<file path="config.mk">
export PLATFORM = sky130hd
export DESIGN_NAME = mmio_store_buffer
export DESIGN_NICKNAME = d
export VERILOG_FILES = /design/src/rtl/mmio_store_buffer_pkg.sv /design/src/rtl/sync_fifo.sv /design/src/rtl/mmio_store_buffer.sv
export SDC_FILE = /design/constraint.sdc
export NUM_CORES = 1
export LEC_CHECK = 0
export BUFFER_PORTS_ARGS = -buffer_cell sky130_fd_sc_hd__buf_2
export CAP_MARGIN = 40
export CELL_PAD_IN_SITES_DETAIL_PLACEMENT = 0
export CELL_PAD_IN_SITES_GLOBAL_PLACEMENT = 1
export CORE_MARGIN = 5
export CORE_UTILIZATION = 30
export DETAILED_ROUTE_END_ITERATION = 8
export PLACE_DENSITY_LB_ADDON = 0.1
export SLEW_MARGIN = 30
export SYNTH_ARGS = -nofsm -noshare
export SYNTH_HDL_FRONTEND = slang
export SYNTH_SLANG_ARGS = --single-unit
</file>
<file path="constraint.sdc">
create_clock -name clk -period 8.7 [get_ports clk]
set_input_delay 0 -clock clk [delete_from_list [all_inputs] [get_ports clk]]
set_output_delay 0 -clock clk [all_outputs]
set_load 0.01 [all_outputs]
</file>
<file path="src/rtl/mmio_store_buffer_pkg.sv">
// -----------------------------------------------------------------------------
// mmio_store_buffer_pkg
//   Shared memory-map constants and types for the core-side store buffer.
//   Holds the default MMIO base and data-RAM address width, the peripheral
//   offset map, the queued MMIO entry layout and small helper functions.
//   No ports (package).
// -----------------------------------------------------------------------------
package mmio_store_buffer_pkg;

    localparam int unsigned DEPTH_DEFAULT     = 32'd8;
    localparam int unsigned RAM_AW_DEFAULT    = 32'd10;
    localparam logic [31:0] MMIO_BASE_DEFAULT = 32'h0000_1000;

    // Peripheral register offsets relative to the MMIO base.
    typedef enum logic [31:0] {
        IO_SEG = 32'd0,
        IO_LED = 32'd1
    } io_offset_e;

    // One queued MMIO store: offset from the MMIO base plus its data word.
    typedef struct packed {
        logic [31:0] offset;
        logic [31:0] data;
    } mmio_entry_t;

    localparam int unsigned ENTRY_W = $bits(mmio_entry_t);

    // Address decode: everything at or above the base belongs to the peripheral.
    function automatic logic is_mmio(input logic [31:0] addr, input logic [31:0] base);
        return (addr >= base);
    endfunction

    // Saturating increment for the 16-bit drop counter.
    function automatic logic [15:0] sat_inc16(input logic [15:0] value);
        return (value == 16'hFFFF) ? value : (value + 16'd1);
    endfunction

endpackage

</file>
<file path="src/rtl/sync_fifo.sv">
// -----------------------------------------------------------------------------
// sync_fifo
//   Single-clock FIFO with wrap-bit pointers. A push into a full FIFO is
//   accepted only when a pop happens in the same cycle (the slot being read
//   out is the slot being written).
// Ports:
//   clk       in   clock, rising edge
//   rst       in   asynchronous active-high reset, clears pointers
//   push_req  in   request to enqueue wdata
//   wdata     in   entry to enqueue
//   rd_ready  in   consumer accepts the head entry
//   rd_valid  out  head entry available (not empty)
//   rdata     out  head entry
//   full      out  DEPTH entries held
//   empty     out  no entries held
//   pop       out  head entry consumed this cycle
//   push      out  push_req accepted this cycle
// -----------------------------------------------------------------------------
module sync_fifo #(
    parameter int unsigned WIDTH = 32'd64,
    parameter int unsigned DEPTH = 32'd8
) (
    input  logic             clk,
    input  logic             rst,
    input  logic             push_req,
    input  logic [WIDTH-1:0] wdata,
    input  logic             rd_ready,
    output logic             rd_valid,
    output logic [WIDTH-1:0] rdata,
    output logic             full,
    output logic             empty,
    output logic             pop,
    output logic             push
);

    localparam int unsigned     AW       = $clog2(DEPTH);
    localparam int unsigned     PW       = AW + 32'd1;
    localparam logic [PW-1:0]   PTR_ONE  = {{AW{1'b0}}, 1'b1};
    localparam logic [PW-1:0]   FULL_XOR = {1'b1, {AW{1'b0}}};

    logic [WIDTH-1:0] r_mem [DEPTH];
    logic [PW-1:0]    r_wr_ptr;
    logic [PW-1:0]    r_rd_ptr;

    logic             w_full;
    logic             w_empty;
    logic             w_pop;
    logic             w_push;

    // Status and handshake decode from the registered pointers.
    always_comb begin
        w_full  = ((r_wr_ptr ^ r_rd_ptr) == FULL_XOR);
        w_empty = (r_wr_ptr == r_rd_ptr);
        w_pop   = ~w_empty & rd_ready;
        // When full, the write lands in the slot freed by the concurrent pop.
        w_push  = push_req & (~w_full | w_pop);
    end

    // Pointer update; pointers wrap modulo 2*DEPTH by natural overflow.
    always_ff @(posedge clk or posedge rst) begin
        if (rst) begin
            r_wr_ptr <= {PW{1'b0}};
            r_rd_ptr <= {PW{1'b0}};
        end else begin
            if (w_push) begin
                r_wr_ptr <= r_wr_ptr + PTR_ONE;
            end
            if (w_pop) begin
                r_rd_ptr <= r_rd_ptr + PTR_ONE;
            end
        end
    end

    // Storage write; contents need no reset since empty masks them.
    always_ff @(posedge clk) begin
        if (w_push) begin
            r_mem[r_wr_ptr[AW-1:0]] <= wdata;
        end
    end

    assign rdata    = r_mem[r_rd_ptr[AW-1:0]];
    assign rd_valid = ~w_empty;
    assign full     = w_full;
    assign empty    = w_empty;
    assign pop      = w_pop;
    assign push     = w_push;

endmodule

</file>
<file path="src/rtl/mmio_store_buffer.sv">
// -----------------------------------------------------------------------------
// mmio_store_buffer
//   Sits on the core data port and splits every store by address:
//   stores below MMIO_BASE go out as a registered data-RAM write (latency 1);
//   stores at or above MMIO_BASE are queued and drained over valid/ready.
//   The core cannot stall, so an MMIO store hitting a full queue (with no
//   concurrent pop) is dropped and the sticky overflow flag is set.
//   Optional feature macro: MMIO_DROP_CNT_EN adds a saturating 16-bit
//   drop counter output (drop_cnt).
// Ports:
//   clk, rst             clock (rising) and async active-high reset
//   mem_addr/data/we     store from the core
//   ram_we/addr/wdata    registered data-RAM write
//   io_valid/ready       handshake toward the peripheral
//   io_addr/io_data      head entry: offset from MMIO_BASE and data
//   full/empty           queue status
//   overflow             sticky drop flag, cleared only by rst
//   drop_cnt             (MMIO_DROP_CNT_EN only) dropped-store count
// -----------------------------------------------------------------------------
module mmio_store_buffer
    import mmio_store_buffer_pkg::*;
#(
    parameter int unsigned DEPTH     = DEPTH_DEFAULT,
    parameter int unsigned RAM_AW    = RAM_AW_DEFAULT,
    parameter logic [31:0] MMIO_BASE = MMIO_BASE_DEFAULT
) (
    input  logic              clk,
    input  logic              rst,
    input  logic [31:0]       mem_addr,
    input  logic [31:0]       mem_data,
    input  logic              mem_we,
    output logic              ram_we,
    output logic [RAM_AW-1:0] ram_addr,
    output logic [31:0]       ram_wdata,
    output logic              io_valid,
    input  logic              io_ready,
    output logic [31:0]       io_addr,
    output logic [31:0]       io_data,
    output logic              full,
    output logic              empty,
    output logic              overflow
`ifdef MMIO_DROP_CNT_EN
    ,
    output logic [15:0]       drop_cnt
`endif
);

    logic              w_mmio_sel;
    logic              w_ram_hit;
    logic              w_mmio_hit;
    logic              w_drop;
    mmio_entry_t       w_entry;
    mmio_entry_t       w_head;
    logic              w_full;
    logic              w_empty;
    logic              w_pop;
    logic              w_push;

    logic              r_ram_we;
    logic [RAM_AW-1:0] r_ram_addr;
    logic [31:0]       r_ram_wdata;
    logic              r_overflow;

    // Address classification and MMIO entry formation.
    always_comb begin
        w_mmio_sel     = is_mmio(mem_addr, MMIO_BASE);
        w_ram_hit      = mem_we & ~w_mmio_sel;
        w_mmio_hit     = mem_we &  w_mmio_sel;
        w_entry.offset = mem_addr - MMIO_BASE;
        w_entry.data   = mem_data;
        w_drop         = w_mmio_hit & w_full & ~w_pop;
    end

    sync_fifo #(
        .WIDTH (ENTRY_W),
        .DEPTH (DEPTH)
    ) u_fifo (
        .clk      (clk),
        .rst      (rst),
        .push_req (w_mmio_hit),
        .wdata    (w_entry),
        .rd_ready (io_ready),
        .rd_valid (io_valid),
        .rdata    (w_head),
        .full     (w_full),
        .empty    (w_empty),
        .pop      (w_pop),
        .push     (w_push)
    );

    // Data-RAM register stage; address/data hold between RAM stores.
    always_ff @(posedge clk or posedge rst) begin
        if (rst) begin
            r_ram_we    <= 1'b0;
            r_ram_addr  <= {RAM_AW{1'b0}};
            r_ram_wdata <= 32'd0;
        end else begin
            r_ram_we <= w_ram_hit;
            if (w_ram_hit) begin
                // Upper address bits are ignored, so RAM addresses wrap.
                r_ram_addr  <= mem_addr[RAM_AW-1:0];
                r_ram_wdata <= mem_data;
            end
        end
    end

    // Sticky overflow flag; set on any dropped MMIO store.
    always_ff @(posedge clk or posedge rst) begin
        if (rst) begin
            r_overflow <= 1'b0;
        end else if (w_drop) begin
            r_overflow <= 1'b1;
        end
    end

`ifdef MMIO_DROP_CNT_EN
    logic [15:0] r_drop_cnt;

    // Saturating count of dropped MMIO stores.
    always_ff @(posedge clk or posedge rst) begin
        if (rst) begin
            r_drop_cnt <= 16'd0;
        end else if (w_drop) begin
            r_drop_cnt <= sat_inc16(r_drop_cnt);
        end
    end

    assign drop_cnt = r_drop_cnt;
`endif

    assign ram_we    = r_ram_we;
    assign ram_addr  = r_ram_addr;
    assign ram_wdata = r_ram_wdata;
    assign io_addr   = w_head.offset;
    assign io_data   = w_head.data;
    assign full      = w_full;
    assign empty     = w_empty;
    assign overflow  = r_overflow;

    // Accepted-push indication is available for observation but not needed here.
    logic w_unused;
    assign w_unused = w_push;

endmodule

</file>
==> results of run 1 <==
==> cell usage in the layout, fill, tap and decap left out, types with 3 or more instances in the layout <==
cell type,n
edfxtp_1,512
buf_2,178
mux4_2,128
dlygate4sd3_1,71
mux2_2,68
clkbuf_16,61
dfrtp_1,49
mux2_1,40
buf_4,24
xor2_1,17
clkbuf_1,17
clkinv_2,11
xnor2_1,10
inv_1,8
clkinv_1,8
nor3_1,7
nor3_2,7
nor2_1,7
nand2_1,6
clkbuf_8,5
nor4_1,4
ha_1,4
bufinv_16,4
nand4_1,3
nor4_2,3
inv_6,3
dfrtp_4,3
==> how the worst min path moves through the flow <==
stage	end	slack, ns	cells past startpoint	start
global placement	u_fifo.r_mem[3][9]	0.30	1	mem_data[9]
CTS	u_fifo.r_mem[3][14]	0.17	2	mem_data[14]
finish	u_fifo.r_mem[3][7]	0.21	2	mem_data[7]
detailed placement	ram_wdata[30]	0.05	3	rst
global route	u_fifo.r_mem[3][5]	0.20	2	mem_data[5]
floorplan	u_fifo.r_mem[0][0]	0.1	0	mem_data[0]
==> synth_stat cells (all sizes together) <==
library cell  count
dfrtp            52
nand2             6
o21ai             1
nand3             2
nand4             4
xor2             17
clkbuf           24
nor3             14
nand4b            1
or3               2
a41oi             1
and2              2
or4               3
xnor2            10
mux2            108
mux4            128
o41ai             1
a31o              1
nor4b             1
or2               2
ha                4
buf              19
nor2              7
inv               9
nand3b            1
edfxtp          512
and3              1
nor4              8
nand2b            2
==> sequential cells by signal, indices dropped and copies added (netlist names) <==
| register | count |
|---|---|
| u_fifo.r_rd_ptr | 4 |
| ram_we | 1 |
| ram_wdata | 32 |
| overflow | 1 |
| ram_addr | 10 |
| u_fifo.r_wr_ptr | 4 |
| u_fifo.r_mem | 512 |
==> stage by stage <==
step,worst slack [ns],std cells,instance area (µm²),hold slack [ns]
after floorplan,0.861,943,21700,0.0989
after global placement,5.16,2053,23800,0.296
after detailed placement,5.14,2057,23900,0.0538
after CTS,4.76,2239,26500,0.172
after global routing,4.65,2239,26500,0.202
final,4.99,2241,26500,0.215
==> worst max-delay path: stages (launching register included) <==
cell,delay [ns]
dfrtp_4,0.78
buf_4,0.57
buf_4,0.43
buf_16,0.28
mux4_2,0.54
mux2_2,0.32
buf_2,0.15
==> cell type report <==
cell class / count / area, µm²
antenna: 2 / 5.00
inverter: 9 / 35.0
clock buffer: 83 / 1660
multi-input combinational: 327 / 4820
timing repair buffer: 278 / 1890
sequential: 564 / 16700
fill: 6642 / 45100
clock inverter: 28 / 251
tap: 950 / 1190
==> what timing repair did <==
| action | CTS | global route |
|---|---|---|
| resized for setup | 0 | 0 |
| hold endpoints to repair | 605 | 0 |
| hold buffers | 71 | 0 |
| setup buffers | 0 | 0 |
==> power by group <==
| group | switching [mW] | internal (mW) |
|---|---|---|
| clock | 1.04 | 1.45 |
| sequential | 0.192 | 3.37 |
| combinational | 1.27 | 1.15 |
==> per-layer routing <==
metal	wire, µm	vias to the layer above	part of all wire
met5	0	-	0
met4	959	0	0.018
met3	1930	68	0.036
met2	26200	187	0.49
met1	24200	5508	0.45
li1	-	4537	-
==> cell families after synthesis <==
family | synth area share
and+or+nand+nor | 0.0162
muxes | 0.189
adders and majority gates | 0.00231
buffers and inverters | 0.0103
AOI/OAI and AO/OA | 0.00144
xor gates and xnor gates | 0.0109
DFF | 0.770
==> results_dict.tcl, run 1 <==
set metrics [dict create \
    grt_pass1_vias 11300 \
    finalHoldViolations 0 \
    fin_worst_skew_ns 0.0209 \
    routed_wl_mm 53.3 \
    r2r_cells 7 \
    numCtsBuffers 60 \
    startpoint "u_fifo.r_rd_ptr[0]" \
    overflow 0 \
    netlist_top_cells_area "edfxtp_1 71%, mux4_2 13%, dfrtp_1 6.0%" \
    nets 1312 \
    yosys.cell_types.count 38 \
    cp-endpoint "io_data[27]" \
    slew_violations 0 \
    globalRouteMet2Util 0.227 \
    worstMarginPinSlew_ns 0.823 \
    cts_tree "yes" \
    htreeDepth 2 \
    cts_root_buffer "clkbuf_16" \
    final.setup.tns_ns 0 \
    wire_per_inst_um 23.8 \
    clkSlewWorstSetupHoldPaths_ns 0.06 \
    powerDensity_nw_per_um2 319 \
    clock_latency_ns 0.61 \
    setup_viol 0 \
    gp_congestion 0.683 \
    ys_warn_count 0 \
    cap_violations 0 \
    worstReg2RegStart "u_fifo.r_rd_ptr[1]" \
    vias 10300 \
    vias_per_cell 4.60 \
    ys_seq_area_frac 0.770 \
    min_path_type "input port to flop" \
    syn_area_per_cell_um2 23.0 \
    use_met1 0.189 \
    num_rows 98 \
    die_y_um 279 \
    finalPower_mw 8.47 \
    grt_usage 0.136 \
    dieArea_um2 77700 \
    critPathKind "flop to primary output" \
    synth_fp_nets 1015 \
    yosys.area.top_type "edfxtp_1" \
    r2r_slack_ns 5.27 \
    dp.final_hpwl_mm 30.6 \
    ys_ff_latch 564 \
    grt_start_max_net_pins 54 \
    cp.required_ns 8.70 \
    drc 0 \
    synth_top_area_frac 0.710 \
    antenna_left 0 \
    worst_slew_margin_rel 0.451 \
    busiest_layer "met2" \
    run_status "completed" \
    clock.fmax_mhz 270 \
    clock_path_buffers 3 \
    crit_path_max_fanout 26 \
    drt_iter0_drc 584 \
    timing.final.crit_share 0.426 \
    fin_crit_ns 3.71 \
    ir_drop_v 0.000163 \
    cts.sinks 564 \
    gr-usage-met3 0.0227 \
    rsz0062_at_grt "no" \
    setup.worst_path.end_class "primary output" \
    final_util 0.371 \
    antenna_found_initial 1 \
    design.portCount 179 \
    r2r_end "u_fifo.r_mem[0][50]" \
    startpoint_type "flop" \
    grt_pass1_wl_mm 78.6 \
    firstDrtPassIters 4 \
    syn_area_um2 21700 \
    p_leak_nw 9.19 \
    drive_gt1_frac 0.396 \
    postSynthCellCount 943 \
    synthToLayoutAreaGrowth_pct 22.5 \
    cp_data_arrival_time_ns 3.71 \
    initial_core_util 0.303 \
    core_um2 71600 \
    die_w_um 279 \
    portBuffers 178 \
]
(Power assumes the default switching activity.)
==> run 2: changes to the inputs <==
Settings changed: ABC_AREA set to 1.
Clock period 8.7 ns to 3.75 ns, I/O delays scaled along.
==> results_dict.tcl, run 2 <==
set metrics [dict create \
    run_status "completed" \
    fin_worst_skew_ns 0.0200 \
    clock.fmax_mhz 317 \
    ys_warn_count 0 \
    ir_drop_v 0.000641 \
    htreeDepth 3 \
    grt_start_max_net_pins 176 \
    final_util 0.365 \
    ys_seq_area_frac 0.741 \
    design.portCount 179 \
    dieArea_um2 80500 \
    worstMarginPinSlew_ns 0.875 \
    num_rows 100 \
    synthSimpleGateAreaFrac 0.125 \
    finalHoldViolations 0 \
    cp_slowest_cell "dfrtp_4" \
    crit_path_max_fanout 135 \
    synthToLayoutAreaGrowth_pct 21.0 \
    cap_violations 0 \
    synth_xor_area_frac 0.00857 \
    p_leak_nw 9.76 \
    core_um2 74400 \
    largest_reg_flops 512 \
    grt_usage 0.159 \
    async_reset_ff_frac 0.0922 \
    clock_latency_ns 0.59 \
    clock_path_buffers 3 \
    mostFrequentLayoutCells "512 x edfxtp_1, 485 x nor2_1, 256 x o21ai_0, 179 x buf_2, 141 x nand2_1" \
    drt_iter0_drc 963 \
    slew_violations 0 \
    yosys.area.top_type "edfxtp_1" \
    portBuffers 178 \
    nFillCells 7286 \
    rsz0062_at_grt "no" \
    crit_family "buffers and inverters" \
    cp.required_ns 3.75 \
    grt_pass1_vias 15000 \
    postSynthCellCount 1831 \
    antenna_found_initial 2 \
    synth-compound-area-share 0.0934 \
    gp_congestion 0.696 \
    synthMuxAreaShare 0 \
    worst_slew_margin_rel 0.417 \
    slowest_delay_ns 0.52 \
    setup_slack_ns 0.594 \
    synthAdderAreaFrac 0.00223 \
    vias_per_cell 4.80 \
    die_w_um 284 \
    nets 2134 \
    syn_area_per_cell_um2 12.3 \
    pre_cts_slack_ns 0.825 \
    cts_resized 0 \
    cts_root_buffer "clkbuf_16" \
    vias 14800 \
    yosys.cell_types.count 31 \
    path_buf_inv 4 \
    drive_gt1_frac 0.149 \
    synthTopCellsByCount "512 x edfxtp_1, 493 x nor2_1, 256 x o21ai_0" \
    powerDensity_nw_per_um2 745 \
    post_cts_buffers 0 \
    overflow 0 \
    initial_core_util 0.302 \
    cts.sinks 564 \
    final_common_cell "edfxtp_1" \
    place_inst 2896 \
    wire_per_inst_um 21.2 \
    timing.final.crit_share 0.842 \
    critPathKind "flop to primary output" \
    path_cells "inv_6 > buf_12 > buf_16 > o21ai_0 > o22ai_1 > nor2_1 > a31oi_1 > buf_2" \
    final.setup.tns_ns 0 \
    setup_viol 0 \
    min_path_type "input port to flop" \
    cp_data_arrival_time_ns 3.16 \
    yosys_most_used_dff "edfxtp_1" \
    startpoint_type "flop" \
    cts_tree "yes" \
    netlist_top_cells_area "edfxtp_1 68%, nor2_1 8.2%, dfrtp_1 5.8%" \
    ys_ff_latch 564 \
    fin_crit_ns 3.16 \
    die_y_um 284 \
    yosysMostFrequentCell "edfxtp_1" \
    antenna_left 0 \
    synth_top_family_by_area "simple AND/OR/NAND/NOR gates" \
    stdcell_count 3081 \
    grt_pass1_wl_mm 98.7 \
    synth_fp_nets 1903 \
    numCtsBuffers 67 \
    dp.final_hpwl_mm 35.7 \
    clkSlewWorstSetupHoldPaths_ns 0.06 \
    drc 0 \
    synth_top_area_frac 0.684 \
    finalPower_mw 20.3 \
    routed_wl_mm 65.2 \
    firstDrtPassIters 7 \
    setup.worst_path.end_class "primary output" \
    synth_edf_count 512 \
    syn_area_um2 22500 \
    hold_buffers 64 \
]
-- run 2: changes by cell type after synthesis, sizes merged, moves of 5 or more --
cell	delta
nor2	+490
o22ai	+64
nor3	-12
nand2	+137
nand3	+59
clkbuf	+38
buf	+34
xnor2	-5
a31oi	+64
o21ai	+257
inv	+21
nor4	-7
mux2	-108
mux4	-128
-- run 2: cells by family after synthesis --
kind of cell	after synthesis
simple gates	709
flops	564
compound gates	387
buf+inv	145
xor+xnor	22
fa+ha+maj	4
-- run 2: path summary, 6_finish.rpt --
kind | start | endpoint | slack (ns) | cells past startpoint
hold / removal | mem_addr[31] | u_fifo.r_mem[0][63] | 0.02 | 3
max in group asynchronous | rst | ram_wdata[0] | 2.80 | 4
min in group asynchronous | rst | ram_addr[9] | 0.07 | 3
hold reg to reg | ram_wdata[13] | ram_wdata[13] | 0.46 | 2
setup reg to reg | u_fifo.r_wr_ptr[0] | u_fifo.r_mem[6][58] | 0.99 | 8
setup / recovery | u_fifo.r_rd_ptr[0] | io_data[0] | 0.59 | 8
-- run 2: cell type report --
| cell class | count | area [µm²] | area share |
|---|---|---|---|
| diodes | 1 | 2.50 | 0.0000920 |
| clock buffers | 100 | 1860 | 0.0685 |
| clock inverters | 18 | 80.1 | 0.00294 |
| inverters | 30 | 123 | 0.00451 |
| multi-input cells | 1122 | 5210 | 0.191 |
| flip-flops and latches | 564 | 16700 | 0.613 |
| well taps | 969 | 1210 | 0.0446 |
| repair buffers | 277 | 2030 | 0.0748 |
-- run 2: report_power, final --
part           leakage, nW  total (mW)  internal, mW  switching (mW)
clock                0.938        5.88          3.42            2.46
sequential            5.36        7.89          7.69           0.200
combinational         3.46        6.50          1.98            4.52
-- run 2: through the flow --
stage	instance area (µm²)	hold slack, ns
2_1_floorplan	22500	0.0989
3_3_place_gp	24500	0.152
3_5_place_dp	24600	0.146
4_1_cts	27200	0.00994
5_1_grt	27200	0.0436
6_report	27200	0.0224
-- run 2: worst register-to-register path, cell delays in order, from the launching register on --
cell and delay, ns:
dfrtp_1 0.47, inv_1 0.19, nand2_1 0.07, nand2_1 0.10, nor2_2 0.06, nand3b_2 0.16
nand3_2 0.45, nor2_4 0.68, buf_12 0.26
-- run 2: layer usage --
layer / global-route usage / part of all wire
met4: 0.0326 / 0.015
met5: 0 / 0
met1: 0.227 / 0.48
met3: 0.0298 / 0.042
met2: 0.256 / 0.47
